--- config.mk ---
export PLATFORM = sky130hd
export DESIGN_NAME = wb_trace_monitor
export DESIGN_NICKNAME = d
export VERILOG_FILES = /design/src/rtl/cpu_mon_pkg.sv /design/src/rtl/mon_trace_fifo.sv /design/src/rtl/wb_trace_monitor.sv
export SDC_FILE = /design/constraint.sdc
export NUM_CORES = 2
export LEC_CHECK = 0
export BUFFER_PORTS_ARGS = -buffer_cell sky130_fd_sc_hd__buf_2
export CORE_MARGIN = 10
export CORE_UTILIZATION = 40
export DETAILED_ROUTE_END_ITERATION = 7
export GPL_ROUTABILITY_DRIVEN = 0
export SLEW_MARGIN = 20
export SYNTH_ARGS = -nofsm -noshare
export SYNTH_HDL_FRONTEND = slang
export SYNTH_SLANG_ARGS = --single-unit
export TNS_END_PERCENT = 20
--- constraint.sdc ---
create_clock -name clk -period 97.1 [get_ports clk]
set_input_delay 4.855 -clock clk [delete_from_list [all_inputs] [get_ports clk]]
set_output_delay 4.855 -clock clk [all_outputs]
set_load 0.03 [all_outputs]
--- src/rtl/cpu_mon_pkg.sv ---
// Shared types for the CPU trace monitor: FSM state encoding and the trace entry layout.
package cpu_mon_pkg;
  localparam int XLEN       = 32;
  localparam int REG_ADDR_W = 5;

  typedef enum logic [1:0] {IDLE, RUN, HALTED, TIMEOUT} mon_state_t;

  typedef struct packed {
    logic [REG_ADDR_W-1:0] addr;
    logic [XLEN-1:0]       data;
    logic [XLEN-1:0]       pc;
  } trace_entry_t;
endpackage

--- src/rtl/mon_trace_fifo.sv ---
// Circular first-word-fall-through trace buffer; full pushes either overwrite the
// oldest entry (wrap) or are discarded (stop), flagged on drop_o either way.
module mon_trace_fifo import cpu_mon_pkg::*; #(
  parameter int DEPTH = 16,
  localparam int PW   = $clog2(DEPTH),
  localparam int CW   = PW + 1
) (
  input  logic         clk,
  input  logic         rst,
  input  logic         clr_i,
  input  logic         push_i,
  input  logic         pop_i,
  input  logic         wrap_mode_i,
  input  trace_entry_t din_i,
  output trace_entry_t dout_o,
  output logic         valid_o,
  output logic [CW-1:0] count_o,
  output logic         drop_o
);
  trace_entry_t  mem_q [DEPTH];
  logic [PW-1:0] wr_q, wr_d, rd_q, rd_d;
  logic [CW-1:0] cnt_q, cnt_d;
  logic          empty, full, pop_ok, wr_en, ovw;

  assign empty  = (cnt_q == '0);
  assign full   = (cnt_q == CW'(DEPTH));
  assign pop_ok = pop_i & ~empty;
  // A same-cycle pop frees a slot, so a full push is only lost when nothing leaves.
  assign wr_en  = push_i & (~full | pop_ok | wrap_mode_i);
  assign ovw    = push_i & full & ~pop_ok & wrap_mode_i;
  assign drop_o = push_i & full & ~pop_ok;

  always_comb begin
    wr_d  = wr_q;
    rd_d  = rd_q;
    cnt_d = cnt_q;
    if (clr_i) begin
      wr_d  = '0;
      rd_d  = '0;
      cnt_d = '0;
    end else begin
      if (wr_en)          wr_d = wr_q + 1'b1;
      if (pop_ok | ovw)   rd_d = rd_q + 1'b1;
      if (wr_en & ~ovw & ~pop_ok)  cnt_d = cnt_q + 1'b1;
      else if (pop_ok & ~wr_en)    cnt_d = cnt_q - 1'b1;
    end
  end

  always_ff @(posedge clk or posedge rst) begin
    if (rst) begin
      wr_q  <= '0;
      rd_q  <= '0;
      cnt_q <= '0;
      for (int i = 0; i < DEPTH; i++) mem_q[i] <= '0;
    end else begin
      wr_q  <= wr_d;
      rd_q  <= rd_d;
      cnt_q <= cnt_d;
      if (wr_en & ~clr_i) mem_q[wr_q] <= din_i;
    end
  end

  assign dout_o  = mem_q[rd_q];
  assign valid_o = ~empty;
  assign count_o = cnt_q;
endmodule

--- src/rtl/wb_trace_monitor.sv ---
// Non-intrusive writeback monitor: run/halt/timeout FSM, cycle and writeback counters,
// shadow register file, and a readable trace buffer of captured writebacks.
module wb_trace_monitor #(
  parameter int XLEN        = 32,
  parameter int REG_ADDR_W  = 5,
  parameter int TRACE_DEPTH = 16,
  parameter int HALT_CYCLES = 8,
  parameter int MAX_CYCLES  = 1024,
  parameter int CYC_W       = 32
) (
  input  logic                           clk,
  input  logic                           rst,
  input  logic                           enable,
  input  logic                           wrap_mode,
  input  logic [XLEN-1:0]                mon_pc,
  input  logic [XLEN-1:0]                mon_instr,
  input  logic                           mon_wb_en,
  input  logic [REG_ADDR_W-1:0]          mon_wb_addr,
  input  logic [XLEN-1:0]                mon_wb_data,
  input  logic                           rd_ready,
  output logic                           rd_valid,
  output logic [REG_ADDR_W-1:0]          rd_addr,
  output logic [XLEN-1:0]                rd_data,
  output logic [XLEN-1:0]                rd_pc,
  output logic [$clog2(TRACE_DEPTH):0]   trace_count,
  output logic [CYC_W-1:0]               dropped,
  output logic [CYC_W-1:0]               cycle_count,
  output logic [CYC_W-1:0]               wb_count,
  output logic [XLEN-1:0]                last_instr,
  output logic                           halted,
  output logic                           timeout,
  input  logic [REG_ADDR_W-1:0]          shadow_rd_addr,
  output logic [XLEN-1:0]                shadow_rd_data
);
  import cpu_mon_pkg::*;

  localparam int SW = $clog2(HALT_CYCLES + 1);
  localparam logic [SW-1:0]    HALT_LIM = SW'(HALT_CYCLES);
  localparam logic [CYC_W-1:0] CYC_LIM  = CYC_W'(MAX_CYCLES - 1);

  mon_state_t       state_q, state_d;
  logic             entry, cap, drop, halt_hit, to_hit;
  logic [SW-1:0]    stab_q, stab_d;
  logic [CYC_W-1:0] cyc_q, cyc_d, wbc_q, wbc_d, drp_q, drp_d;
  logic [XLEN-1:0]  pc_prev_q, instr_q;
  logic [XLEN-1:0]  shadow_q [2**REG_ADDR_W];
  trace_entry_t     push_ent, head;

  function automatic logic [CYC_W-1:0] sat_inc(input logic [CYC_W-1:0] v);
    return (&v) ? v : v + 1'b1;
  endfunction

  assign entry = (state_q == IDLE) & enable;
  // Capture continues while HALTED so in-flight pipeline writebacks still drain.
  assign cap   = mon_wb_en & (mon_wb_addr != '0) & ((state_q == RUN) | (state_q == HALTED));
  assign push_ent = '{addr: mon_wb_addr, data: mon_wb_data, pc: mon_pc};

  always_comb begin
    stab_d = stab_q;
    cyc_d  = cyc_q;
    wbc_d  = wbc_q;
    drp_d  = drp_q;
    if (entry) begin
      stab_d = '0;
      cyc_d  = '0;
      wbc_d  = '0;
      drp_d  = '0;
    end else begin
      if (state_q == RUN) begin
        cyc_d  = sat_inc(cyc_q);
        stab_d = (mon_pc != pc_prev_q) ? '0 :
                 (stab_q == HALT_LIM)  ? stab_q : stab_q + 1'b1;
      end
      if (cap)  wbc_d = sat_inc(wbc_q);
      if (drop) drp_d = sat_inc(drp_q);
    end
  end

  assign halt_hit = (stab_d == HALT_LIM);
  assign to_hit   = (cyc_d == CYC_LIM);

  always_comb begin
    state_d = state_q;
    case (state_q)
      IDLE:    if (enable) state_d = RUN;
      RUN:     if (halt_hit)    state_d = HALTED;
               else if (to_hit) state_d = TIMEOUT;
      default: state_d = state_q;
    endcase
    if (!enable) state_d = IDLE;
  end

  always_ff @(posedge clk or posedge rst) begin
    if (rst) begin
      state_q   <= IDLE;
      stab_q    <= '0;
      cyc_q     <= '0;
      wbc_q     <= '0;
      drp_q     <= '0;
      pc_prev_q <= '0;
      instr_q   <= '0;
      for (int i = 0; i < 2**REG_ADDR_W; i++) shadow_q[i] <= '0;
    end else begin
      state_q   <= state_d;
      stab_q    <= stab_d;
      cyc_q     <= cyc_d;
      wbc_q     <= wbc_d;
      drp_q     <= drp_d;
      pc_prev_q <= mon_pc;
      instr_q   <= mon_instr;
      if (cap) shadow_q[mon_wb_addr] <= mon_wb_data;
    end
  end

  mon_trace_fifo #(.DEPTH(TRACE_DEPTH)) u_fifo (
    .clk         (clk),
    .rst         (rst),
    .clr_i       (entry),
    .push_i      (cap),
    .pop_i       (rd_ready),
    .wrap_mode_i (wrap_mode),
    .din_i       (push_ent),
    .dout_o      (head),
    .valid_o     (rd_valid),
    .count_o     (trace_count),
    .drop_o      (drop)
  );

  assign rd_addr        = head.addr;
  assign rd_data        = head.data;
  assign rd_pc          = head.pc;
  assign dropped        = drp_q;
  assign cycle_count    = cyc_q;
  assign wb_count       = wbc_q;
  assign last_instr     = instr_q;
  assign halted         = (state_q == HALTED);
  assign timeout        = (state_q == TIMEOUT);
  assign shadow_rd_data = shadow_q[shadow_rd_addr];
endmodule

# Yosys cells after proc, flatten, opt, wreduce, memory -nomap -nowiden
# Index checks and enable logic that the tools add are counted.
[op_classes]
add_sub_neg = 8
n_lt_le_gt_ge = 6
n_eq_ne = 12
n_mux = 36
n_bitwise = 26
n_reduce_logical = 16
[op_table]
columns = ["op", "n"]
rows = [
  ["bitwise mux 1104 bit", 1],
  ["bitwise mux 1024 bit", 1],
  ["two-way mux 32 bit", 12],
  ["binary-select mux 69 bit (select 4 bit)", 1],
  ["demux 69 bit (select 4 bit)", 1],
  ["two-way mux 69 bit", 3],
  ["binary-select mux 32 bit (select 5 bit)", 1],
  ["demux 32 bit (select 5 bit)", 1],
  ["adder 32 x 1 -> 32 bit, second input constant", 3],
  ["AND reduction 32 bit", 3],
  ["equality test 32 x 10 -> 1 bit, second input constant", 1],
  ["two-way mux 4 bit", 8],
  ["inequality test 32 bit", 1],
  ["two-way mux 5 bit", 3],
  ["adder 4 x 1 -> 4 bit, second input constant", 3],
  ["bitwise AND 1 bit", 12],
  [">= comparator 6 bit, second input constant", 2],
  ["NOT 5 -> 6 bit", 2],
  [">= comparator 5 bit, second input constant", 2],
  ["NOT 4 -> 5 bit", 2],
  ["equality test 4 bit, second input constant", 2],
  ["nonzero test 2 bit", 4],
  ["less-than comparator 6 x 1 -> 1 bit, second input constant", 1],
  ["two-way mux 2 bit", 3],
  ["18 further kinds", 31],
]
[totals]
register_bits = 2307
input_bits = 112
output_inout_bits = 237
word_cells = 194

# Depth between registers and ports, before layout
[logic_depth]
ltp_word = 11
depth_mapped = 13
depth_no_buf = 12

# By module
# A second synthesis with hierarchy kept.
[unflattened]
hier_cells = 6369
area_unflattened_um2 = 103543.1
[by_module_without_submodules]
columns = ["mod", "n_inst", "cells_each", "area_each_um2", "seq_area_each_um2"]
rows = [
  ["wb_trace_monitor", 1, 3438, 53264.8, 29778.6],
  ["mon_trace_fifo", 1, 2931, 50278.2, 27951.8],
]

# Worst setup path after synthesis
# No wires, ideal clock.
[synth_timing]
kind = "input to output"
start = "input shadow_rd_addr[0]"
end = "output shadow_rd_data[0]"
t_arrival_ps = 7347
slack_ps = 84898
stages = 6
cell_sequence = "clkbuf_1 -> clkbuf_1 -> buf_1 -> mux4_2 -> mux4_2 -> mux2_2"
[synth_via]
elab_chain_cells = 4
[synth_lines]
columns = ["element", "line", "rtl"]
rows = [
  ["from (decl)", "wb_trace_monitor.sv:32", "input logic [REG_ADDR_W-1:0] shadow_rd_addr,"],
  ["NOT 5 -> 6 bit (not written as such)", "wb_trace_monitor.sv:138", "assign shadow_rd_data = shadow_q[shadow_rd_addr];"],
  ["binary-select mux 32 bit (select 5 bit)", "wb_trace_monitor.sv:138", ""],
  ["two-way mux 32 bit (not written as such) (2 in a row)", "wb_trace_monitor.sv:138", ""],
  ["to (decl)", "wb_trace_monitor.sv:33", "output logic [XLEN-1:0] shadow_rd_data"],
]
# No other way between the ends. The select of a mux whose other input is x is not followed.

# Final worst setup path
[layout_timing]
start = "input shadow_rd_addr[0]"
end = "output shadow_rd_data[15]"
# The elaborated chain is that of the path after synthesis.

==> summary.txt <==
Status
  – Status: completed

Finish
  – Design area: 117000 sq um
  – Filler cells: 22407
  – Commonest non-fill, non-tap cell in the layout: dfrtp_1
  – Layout area overhead: 13.2%
  – Most frequent cells in the layout: dfrtp_1, mux2_2, mux4_2, buf_2, clkbuf_16
  – Nets: 6648
  – Share of layout cells above drive strength 1: 54.6%

Yosys
  – Post-synth ARST share: 100%
  – Post-synth top flop: dfrtp_1
  – Seq/Total Area, Yosys: 55.9%
  – Yosys Warn Count: 0
  – Post-synthesis register bit count: 2307
  – Yosys top cell area share: 55.9%
  – Post-synth cell types: 57
  – Mapped Cells: 6427
  – Synth Net Count: 6557
  – Post-synth EDFFs: 0
  – Avg Inst Size Synth: 16.1 sq um
  – Cell area after synthesis: 103000 sq um
  – Top post-synthesis cells by area: dfrtp_1, mux2_2, mux4_2
  – Synth area leader: dfrtp_1

Floorplanning
  – Die Width: 528 um
  – Die area: 279000 sq um
  – IO Pins: 349
  – Initial Utilization: 40.2%
  – Chip Height: 528 um
  – # rows: 186
  – CORE AREA: 257000 sq um

Clock network
  – Clk_lat worst skew: 0.84 ns
  – Num CTS Buffers: 269
  – Clock Sinks: 2307
  – CTS max path bufs: 4
  – H-tree depth: 5
  – Setup Fix Bufs, Post-CTS: 0
  – CTS tree: built
  – Clock Pin Slew Worst Setup and Hold Paths: 0.06 ns
  – Clock root cell: clkbuf_16
  – Post_cts resized: 0
  – Hold_buf cts: 0

Placed design
  – DP HPWL: 150 mm
  – Area post-placement: 108000 sq um
  – Port Buf Inserts: 348

Critical path
  – Most used cell, CP: mux4_2
  – Crit path max fanout: 98
  – Nature of the critical path startpoint: input port
  – WS Path Type: input port to primary output
  – Buf+Inv Stages, Crit Path: 4
  – Worst Path Arrival: 8.94 ns
  – Crit-path cells: buf_8 > buf_12 > buf_4 > mux4_2 > mux4_2 > mux2_2 > buf_2
  – Slowest stage cell, crit path: buf_4
  – Delay-heaviest family, CP: buffers and inverters
  – Setup crit end kind: primary output
  – Biggest cell delay along the critical path: 0.85 ns
  – Critical Path RT: 92.25 ns

Drt
  – Aggregate routed wire length: 277 mm
  – Avg Vias per Cell: 5.68
  – DR WL/cell: 27.4 um
  – Via Count: 57394
  – Detailed router's first-iteration violation count: 3675
  – DRT Pass-1 Iters: 5
  – DR DRC count: 0
  – Routed Antenna Nets: 0

GRT
  – First-pass GRT wire length: 417 mm
  – Largest net degree at the start of global routing: 182
  – Overflow after GRT: 0
  – Overall routing resource usage: 19.6%
  – Initial antenna violation count: 37
  – Vias in the first global route: 62005

Timing
  – Worst hold slack: 0.372 ns
  – Final hold viol count: 0
  – FMAX: 72.5 MHz
  – Worst Skew: 0.0493 ns
  – Slew Viols, Final: 0
  – Fin crit share: 14.2%
  – Unrepaired setup endpoints after global routing: no
  – Min Tclk post-route: 13.80 ns
  – Worst-margin pin slew: 1.18 ns
  – Final setup viols: 0
  – Relative slew margins: 21.2%
  – Final TNS setup: 0 ns

Run
  – Max-cap viol count: 0

Power
  – Int Power: 1.91 mW
  – P_leak: 55.2 nW
  – Clock power frac: 39.1%
  – Sw Ratio: 27.7%
  – Sequential share of power: 42.2%
  – PwrDens: 22.6 nW/um^2
  – Net Switching: 0.733 mW
  – VDD IR max: 20.9 uV
  – Combinational share of power: 18.8%

Hold path
  – Tightest Hold Check Type: flop to flop
==> power groups by stage <==
stage	Clock, mW	Combinational, mW	Sequential (mW)
finish	1.03	0.496	1.12
global route	1.10	0.532	1.13
CTS	1.06	0.509	1.12
detailed placement	0	0.507	1.13
global placement	0	0.499	1.13
floorplan	0	0.365	1.12
==> worst paths after layout <==
kind | start | endpoint | slack, ns | depth (start not counted)
hold reg to reg | shadow_q[996]$_DFFE_PP0P_ | shadow_q[996]$_DFFE_PP0P_ | 0.37 | 0
max in group asynchronous | rst | shadow_q[596]$_DFFE_PP0P_ | 88.82 | 6
hold / removal | shadow_q[996]$_DFFE_PP0P_ | shadow_q[996]$_DFFE_PP0P_ | 0.37 | 0
setup / recovery | shadow_rd_addr[0] | shadow_rd_data[15] | 83.30 | 7
min in group asynchronous | rst | dropped[19]$_DFFE_PP0P_ | 4.17 | 2
setup reg to reg | state_q[0]$_DFFE_PP0P_ | u_fifo.mem_q[420]$_DFFE_PP0P_ | 92.52 | 10
==> cells in the mapped netlist, drive strengths merged (16+ instances only) <==
| cell type | count |
|---|---|
| dfrtp | 2307 |
| xnor2 | 73 |
| nand3 | 46 |
| nor2 | 145 |
| ha | 17 |
| buf | 210 |
| clkbuf | 416 |
| mux2 | 2118 |
| or3 | 16 |
| nor4 | 18 |
| o21ai | 27 |
| nor3 | 19 |
| nand4 | 46 |
| xor2 | 45 |
| nand2 | 94 |
| inv | 22 |
| a21oi | 21 |
| mux4 | 665 |
==> per-stage QoR <==
stage	worst slack, ns	util (%)	instances	power, mW
after global placement	83.23	42.0	9629	1.63
after floorplan	27.05	-	6427	1.49
after global routing	82.92	45.5	10093	2.76
after CTS	83.19	45.5	10086	2.68
after detailed placement	83.19	42.0	9629	1.64
final	83.30	45.5	10096	2.64
==> cell type report <==
type | count | area (sq um) | area share, %
Sequential cell | 2307 | 57700 | 49.4
Clock buffer | 389 | 7980 | 6.82
Multi-Input combinational cell | 3472 | 43300 | 37.0
Clock inverter | 68 | 983 | 0.841
Antenna cell | 8 | 20.0 | 0.0171
Timing Repair Buffer | 446 | 2660 | 2.28
Tap cell | 3384 | 4230 | 3.62
Inverter | 22 | 90.1 | 0.0770
==> logic make-up (layout without fill, tap and decap cells) <==
family | Yosys count | count (layout) | synth area share (%)
DFF | 2307 | 2307 | 55.9
muxes | 2794 | 2794 | 37.7
adders and majority gates | 18 | 18 | 0.225
buffers and inverters | 648 | 925 | 2.51
xor gates and xnor gates | 118 | 118 | 1.00
AOI/OAI and AO/OA | 85 | 85 | 0.524
other | 0 | 8 | 0
and+or+nand+nor | 457 | 457 | 2.19
==> layer usage <==
metal | share of wire [%] | global-route usage, % | vias to the layer above
li1 | - | - | 24031
met1 | 44 | 27.0 | 31634
met2 | 48 | 32.0 | 1240
met3 | 4.6 | 3.19 | 461
met4 | 3.0 | 5.98 | 28
met5 | 0.059 | 0 | -
==> registers in the layout, indices dropped and copies added, names as in the netlist <==
signal and count:
state_q 2, u_fifo.count_o 5, stab_q 4, u_fifo.mem_q 1104, dropped 32, u_fifo.rd_q 4
u_fifo.wr_q 4, cycle_count 32, shadow_q 1024, wb_count 32, pc_prev_q 32, last_instr 32
Power figures use the tool's default switching activity.
